--- config.mk ---
export PLATFORM = sky130hd
export DESIGN_NAME = seg7_scan
export DESIGN_NICKNAME = d
export VERILOG_FILES = /design/src/rtl/seg7_scan.sv
export SDC_FILE = /design/constraint.sdc
export NUM_CORES = 1
export LEC_CHECK = 0
export CORE_UTILIZATION = 52
export CTS_BUF_LIST = sky130_fd_sc_hd__clkbuf_8
export DETAILED_ROUTE_END_ITERATION = 10
export GPL_ROUTABILITY_DRIVEN = 0
export PLACE_DENSITY = 0.74
export SLEW_MARGIN = 20
export SYNTH_ARGS = -nofsm -noshare
export SYNTH_HDL_FRONTEND = slang
export SYNTH_SLANG_ARGS = --single-unit
--- constraint.sdc ---
create_clock -name I_CLK -period 2.79 [get_ports I_CLK]
set_clock_uncertainty 0.15 [all_clocks]
set_input_delay 0.6975 -clock I_CLK [delete_from_list [all_inputs] [get_ports I_CLK]]
set_output_delay 0.6975 -clock I_CLK [all_outputs]
set_load 0.1 [all_outputs]
--- src/rtl/seg7_scan.sv ---
// =============================================================================
// Module      : seg7_scan
// Description : Multiplexed hex seven-segment scanner with double-buffered
//               display data, leading-zero blanking and per-digit points.
// Revision    : 1.0 - initial release
// =============================================================================
`default_nettype none

module seg7_scan #(
    parameter int DIGITS = 8
) (
    input  logic                  I_CLK,
    input  logic                  rst,
    input  logic                  scan_tick,
    input  logic [4*DIGITS-1:0]   data,
    input  logic [DIGITS-1:0]     dp,
    input  logic                  blank_lz,
    input  logic                  load,
    output logic [DIGITS-1:0]     o_an,
    output logic [6:0]            o_seg,
    output logic                  o_dp,
    output logic                  o_frame
);

    localparam int            IW       = (DIGITS > 1) ? $clog2(DIGITS) : 1;
    localparam logic [IW-1:0] LAST_IDX = IW'(DIGITS - 1);

    logic                  tick_q;
    logic [IW-1:0]         idx_q,       idx_d;
    logic [4*DIGITS-1:0]   pend_data_q, pend_data_d;
    logic [DIGITS-1:0]     pend_dp_q,   pend_dp_d;
    logic                  pend_blz_q,  pend_blz_d;
    logic [4*DIGITS-1:0]   act_data_q,  act_data_d;
    logic [DIGITS-1:0]     act_dp_q,    act_dp_d;
    logic                  act_blz_q,   act_blz_d;
    logic                  wrap_q;
    logic [DIGITS-1:0]     an_q,        an_d;
    logic [6:0]            seg_q,       seg_d;
    logic                  dp_q,        dp_d;
    logic                  frame_q;

    logic                  adv;
    logic                  wrap;
    logic [3:0]            nib;
    logic                  blank;
    logic [DIGITS-1:0]     sel;

    function automatic logic [6:0] seg_decode(input logic [3:0] n);
        case (n)
            4'h0:    seg_decode = 7'h40;
            4'h1:    seg_decode = 7'h79;
            4'h2:    seg_decode = 7'h24;
            4'h3:    seg_decode = 7'h30;
            4'h4:    seg_decode = 7'h19;
            4'h5:    seg_decode = 7'h12;
            4'h6:    seg_decode = 7'h02;
            4'h7:    seg_decode = 7'h78;
            4'h8:    seg_decode = 7'h00;
            4'h9:    seg_decode = 7'h10;
            4'hA:    seg_decode = 7'h08;
            4'hB:    seg_decode = 7'h03;
            4'hC:    seg_decode = 7'h46;
            4'hD:    seg_decode = 7'h21;
            4'hE:    seg_decode = 7'h06;
            default: seg_decode = 7'h0E;
        endcase
    endfunction

    always_comb begin
        adv  = scan_tick & ~tick_q;
        wrap = adv & (idx_q == LAST_IDX);

        idx_d = idx_q;
        if (adv) begin
            idx_d = wrap ? '0 : idx_q + IW'(1);
        end

        pend_data_d = pend_data_q;
        pend_dp_d   = pend_dp_q;
        pend_blz_d  = pend_blz_q;
        if (load) begin
            pend_data_d = data;
            pend_dp_d   = dp;
            pend_blz_d  = blank_lz;
        end

        // Active copy takes the pre-load pending value, so a coincident load waits a frame.
        act_data_d = act_data_q;
        act_dp_d   = act_dp_q;
        act_blz_d  = act_blz_q;
        if (wrap) begin
            act_data_d = pend_data_q;
            act_dp_d   = pend_dp_q;
            act_blz_d  = pend_blz_q;
        end

        // Digit i is a leading zero when every nibble from i upward is zero.
        nib   = act_data_q[{idx_q, 2'b00} +: 4];
        blank = act_blz_q && (idx_q != '0) && ((act_data_q >> {idx_q, 2'b00}) == '0);

        sel        = '0;
        sel[idx_q] = 1'b1;
        an_d       = ~sel;
        seg_d      = blank ? 7'h7F : seg_decode(nib);
        dp_d       = ~act_dp_q[idx_q];
    end

    always_ff @(posedge I_CLK) begin
        if (rst) begin
            tick_q      <= 1'b0;
            idx_q       <= '0;
            pend_data_q <= '0;
            pend_dp_q   <= '0;
            pend_blz_q  <= 1'b0;
            act_data_q  <= '0;
            act_dp_q    <= '0;
            act_blz_q   <= 1'b0;
            wrap_q      <= 1'b0;
            an_q        <= '1;
            seg_q       <= 7'h7F;
            dp_q        <= 1'b1;
            frame_q     <= 1'b0;
        end else begin
            tick_q      <= scan_tick;
            idx_q       <= idx_d;
            pend_data_q <= pend_data_d;
            pend_dp_q   <= pend_dp_d;
            pend_blz_q  <= pend_blz_d;
            act_data_q  <= act_data_d;
            act_dp_q    <= act_dp_d;
            act_blz_q   <= act_blz_d;
            wrap_q      <= wrap;
            an_q        <= an_d;
            seg_q       <= seg_d;
            dp_q        <= dp_d;
            frame_q     <= wrap_q;
        end
    end

    assign o_an    = an_q;
    assign o_seg   = seg_q;
    assign o_dp    = dp_q;
    assign o_frame = frame_q;

endmodule

`default_nettype wire

# ---- After elaboration in Yosys (flattened, before gate mapping)
# Memories as Yosys holds them, arrays and structs flattened. A register that Yosys moved wholly into a read port is not among the register bits.
# Index checks and enable logic that the tools add are counted.
# W data, S select, Z words.
dict set report word_totals {
  memories 1
  rom_bits 112
  ff_bits 97
}
# memory depth word_bits rd rd_ports_with_merged_regs write_ports line_no
set mem_list {}
lappend mem_list {{(name not given)} 16 7 1 1 0 49} ;# case (n)
dict set report classes {
  bitwise 5
  n_eq_ne 1
  n_addsub 1
  n_lt_le_gt_ge 2
  shifts 2
  n_reduce_logical 6
  mux 5
}
# op n
set op_table {}
lappend op_table {{$logic_not A32 Y1} 1}
lappend op_table {{$shiftx A32 B6 Y4} 1}
lappend op_table {{$shr A32 B5 Y32} 1}
lappend op_table {{$not A8 Y8} 1}
lappend op_table {{$lt A3 B4 Y1 const B} 1}
lappend op_table {{$add A3 B1 Y3 const B} 1}
lappend op_table {{$bmux W1 S3} 1}
lappend op_table {{$demux W1 S3} 1}
lappend op_table {{$eq A3 B3 Y1 const B} 1}
lappend op_table {{$ge A3 B1 Y1 const B} 1}
lappend op_table {{$logic_and A1 B1 Y1} 3}
lappend op_table {{$mux W3} 1}
lappend op_table {{$reduce_bool A3 Y1} 1}
lappend op_table {{$and A1 B1 Y1} 2}
lappend op_table {{$mux W1} 2}
lappend op_table {{$not A1 Y1} 2}
lappend op_table {{$reduce_or A2 Y1} 1}

# ---- Logic depth before layout (Yosys ltp)
# Gate-level depths: netlist (run 1).
dict set report logic_depth {
  ltp_word 5
  depth_mapped 10
  ltp_nobuf 8
}

# ---- Worst setup path after synthesis (run 1)
# Ideal clock, no wire load.
dict set report synth_path {
  path_kind {register -> register}
  from {register idx_q[0]}
  to {register seg_q[6] (netlist: o_seg[6])}
  path_stages_with_launch 10
  arrival_time_ps 2198
  path_slack_ps 302
  n_path_buf 2
  setup_ps 140
  cell_sequence {dfxtp_1 > buf_6 > buf_6 > mux4_2 > mux2i_1 > inv_1 > ha_1 > mux2_1 > a2bb2oi_1 > o211ai_1}
}
dict set report synth_via {
  elab_chain_cells 4
  word_cells_on_any_way 7
  cone_classes {2 x shift; 5 x reduce/logical}
}
# item line_no
set synth_lines {}
lappend synth_lines {{from (decl)} 29} ;# logic [IW-1:0] idx_q, idx_d;
lappend synth_lines {{from (signal assigned)} 125} ;# idx_q <= idx_d;
lappend synth_lines {{$shr A32 B5 Y32 or $reduce_bool A3 Y1 (tied branches)} 99} ;# blank = act_blz_q && (idx_q != '0) && ((act_data_q >> {idx_q, 2'b00}) == '0);
lappend synth_lines {{$logic_not A32 Y1 or $logic_and A1 B1 Y1 (tied branches)} 99}
lappend synth_lines {{$logic_and A1 B1 Y1} 99}
lappend synth_lines {{$reduce_or A2 Y1 (no line)} --}
lappend synth_lines {{to (decl)} 38} ;# logic [6:0] seg_q, seg_d;
# Parallel ways exist; a longest one is shown, timed or not.
# A chain may end at the register's enable or synchronous reset.

# ---- Worst setup path after layout (run 1)
dict set report layout_path {
  from {register idx_q[0]}
  to {register seg_q[1] (netlist: o_seg[1])}
}
# The elaborated chain is that of the path after synthesis.

==> results of run 1 <==
logic make-up (layout without fill, tap and decap cells):
logic type / after synthesis / after routing / synth area share, %
multiplexers: 65 / 65 / 18.0
AND/OR/NAND/NOR: 183 / 183 / 17.4
adder cells (fa/ha/maj): 8 / 8 / 2.31
XOR/XNOR: 1 / 1 / 0.202
flip-flops: 104 / 104 / 48.0
AO/OA/AOI/OAI: 70 / 70 / 9.61
buffers and inverters: 42 / 95 / 4.44
flip-flops by register name (all words and copies together), names as in the netlist, 3 cells and up:
signal       cells
idx_q            3
o_seg            7
act_dp_q         8
o_an             8
act_data_q      32
pend_data_q     32
pend_dp_q        8
metrics by stage:
stage,setup slack [ns],utilization (%)
final,0.164,65.8
after global routing,0.0306,65.8
after CTS,0.0474,65.8
after detailed placement,0.129,63.0
after global placement,0.251,63.0
after floorplan,0.302,-
metal layers:
layer	track usage, %	share of wire [%]
met3	5.53	4.4
met1	28.0	47
met2	35.4	47
met4	6.79	0.96
met5	0	0
cells in the final DEF, fill, tap and decap left out, types with 2 or more instances in the layout:
cell,instances
dfxtp_1,102
nand2_1,100
nor2_1,53
mux2i_1,52
a21oi_1,48
clkdlybuf4s50_1,42
buf_4,23
clkbuf_8,10
mux4_2,9
inv_1,9
ha_1,8
o211ai_1,7
nor4_1,6
nor3_1,6
nor2b_1,4
nand3_1,4
a2bb2oi_1,3
buf_12,3
inv_2,2
or4_1,2
a211oi_1,2
nor3b_1,2
o21ai_0,2
nand2b_1,2
mux2_1,2
bufinv_16,2
dfxtp_2,2
buf_2,2
repair_timing:
action	4_1_cts	5_1_grt
resized for setup	0	2
setup endpoints to repair	0	7
endpoints found under the hold margin	0	0
where the power goes:
part           leakage (nW)  switching [mW]  internal [mW]
logic                  1.08           0.149          0.127
registers             0.850          0.0280           1.53
clock network         0.115           0.475          0.527
cell type report:
cell class                 count  area [sq um]  share of cell area [%]
clock buffer                  10           138                    2.65
clock inverter                 6          83.8                    1.61
inverter                       9          33.8                   0.651
multi-input combinational    327          2060                    39.7
sequential                   104          2080                    40.2
tap                          102           128                    2.46
timing repair buffer          70           663                    12.8
worst paths after layout:
check             end  slack (ns)
max          o_seg[1]        0.16
min           o_frame        0.29
max reg2reg  o_seg[1]        0.16
min reg2reg   o_frame        0.29
==> out/summary.log, run 1 <==
qor: placed_design.buffer_ports.inserted 61
qor: synth.synthMostInstantiatedCell dfxtp_1
qor: worst_setup_path.worst_path_largest_cell_delay 0.54 ns
qor: drt.dr.pass1.iters 6
qor: clock_tree.numCtsBuffers 9
qor: synth.synthArstFlopShare 0%
qor: final_layout.fillerInstances 666
qor: die.floorplan.io_pins 62
qor: final_layout.fin_nets 574
qor: timing.finalCritPeriodShare 94.1%
qor: clock_tree.htreeDepth 3
qor: worst_setup_path.cp_num_cells 7
qor: worst_setup_path.critical_path.reg2reg.startpoint idx_q[0]
qor: die.die-width 93.3 um
qor: synth.synth.avg_cell_area 9.17 sq um
qor: timing.hold_viol_final 0
qor: global_route.grt_pass1_wl 14.7 mm
qor: synth.synth_cells 473
qor: die.dieArea 0.00871 sq mm
qor: worst_setup_path.crit_chain mux4_2, mux2i_1, ha_1, nand2_1, a21oi_1, nand4_1, o211ai_1
qor: timing.finalWorstPathRequiredPeriod 2.63 ns
qor: timing.slew_headroom 59.4%
qor: clock_tree.tritoncts yes
qor: timing.final_max_slew_viol_count 0
qor: worst_setup_path.rr_worst_depth 7
qor: placed_design.post-dp-hpwl 6.18 mm
qor: clock_tree.postCtsSetupBuffers 0
qor: worst_setup_path.crit_path_top_delay_cell mux4_2
qor: worst_setup_path.crit_path_start idx_q[0]
qor: drt.viasPerCell 5.46
qor: synth.synth.cells.most_frequent 104 x dfxtp_1, 100 x nand2_1, 53 x nor2_1
qor: global_route.grt.overflow.total 0
qor: worst_setup_path.cp-end-kind flop
qor: power_and_ir_drop.power.ir.vdd_worst 0.000335 V
qor: synth.synth-seq-cells 104
qor: synth.synth.top_cells.by_area dfxtp_1 48%, mux2i_1 12%, nand2_1 8.7%
qor: drt.vias 3426
qor: run_status.outcome finished, final reports clean
qor: min_path.class_of_the_tightest_hold_or_removal_check flop to flop
qor: worst_setup_path.crit_buf_inv 0
qor: job.maxCapViolations 0
qor: worst_setup_path.critPathTopFamily multiplexers
qor: synth.number_of_distinct_standard_cells_referenced_by_the_synthesized_netlist 41
qor: die.die-height 93.3 um
qor: die.fp.coreArea 0.00789 sq mm
qor: worst_setup_path.worstSetupStartpointType flop
qor: clock_tree.clkTransAtPathRegs 0.09 ns
qor: global_route.number_of_antenna_violations_at_the_first_check_in_global_routing 0
qor: synth.synth_edf_count 0
qor: timing.final.setup.tns 0 ns
qor: power_and_ir_drop.power.total 2.84 mW
qor: final_layout.final_design_area_no_fill 0.00519 sq mm
qor: min_path.hold_start wrap_q
qor: timing.whs 0.292 ns
qor: clock_tree.cts_hold_buf 0
qor: clock_tree.number_of_buffers_between_clock_root_and_the_deepest_sink 2
qor: synth.synth_ff_type dfxtp_1
qor: timing.grt_setup_unrepaired no
qor: global_route.grt.total_usage 21.6%
qor: worst_setup_path.cp.required 2.90 ns
qor: synth.post_synth_instance_area 0.00434 sq mm
qor: worst_setup_path.worst-path-max-fanout 7
qor: min_path.worstHoldPathCells 1
qor: drt.routed_wire_length_per_instance 13.9 um
qor: drt.drt_first_iter_violations 157
qor: synth.synthesis.nets 526
qor: synth.synth.yosys.warnings 0
qor: timing.maxClockFrequency 381 MHz
qor: final_layout.post_layout_nonfiller_instances 628
qor: clock_tree.tritoncts_num_sinks 104
qor: placed_design.placedInstanceArea 0.00497 sq mm
qor: timing.finalSetupViolCount 0
qor: global_route.grt_max_degree 79
qor: die.rows 32
qor: power_and_ir_drop.power_density_cells 546 mW/mm^2
qor: final_layout.area_growth_syn_to_layout 19.7%
qor: drt.detail-route-antenna-nets 0
qor: power_and_ir_drop.cellLeakagePower 2.05 nW
qor: timing.worst_max_slew_pin_slew 0.609 ns
qor: synth.yosys.area.top_type dfxtp_1
qor: drt.routed_wirelength 8.71 mm
qor: synth.post_synthesis_sequential_area_ratio 48.0%
qor: worst_setup_path.critical_path_arrival 2.74 ns
qor: die.initial_utilization 55.0%
qor: drt.drt_drc_violations_left 0
qor: global_route.number_of_global_route_vias_before_repair 3191
qor: synth.synth.top_cell.area_share 48.0%
qor: placed_design.placed_cells 612
qor: worst_setup_path.setup.worst_path.class flop to flop
qor: clock_tree.ctsRootBufferMaster clkbuf_8
qor: final_layout.n_antenna_cell 0
qor: final_layout.drive_above_1_share 11.0%
qor: clock_tree.clkLatencyLatePin 0.35 ns
Note: power is estimated with default switching activity, not from simulation.
==> run 2: changes to the inputs <==
--- a/config.mk
+++ b/config.mk
@@ -10,7 +10,7 @@
 export DETAILED_ROUTE_END_ITERATION = 10
 export GPL_ROUTABILITY_DRIVEN = 0
 export PLACE_DENSITY = 0.74
-export SLEW_MARGIN = 20
+export SLEW_MARGIN = 25
 export SYNTH_ARGS = -nofsm -noshare
 export SYNTH_HDL_FRONTEND = slang
 export SYNTH_SLANG_ARGS = --single-unit
==> results of run 2 <==
Final layout, timing and power as in run 1 (identical DEF).
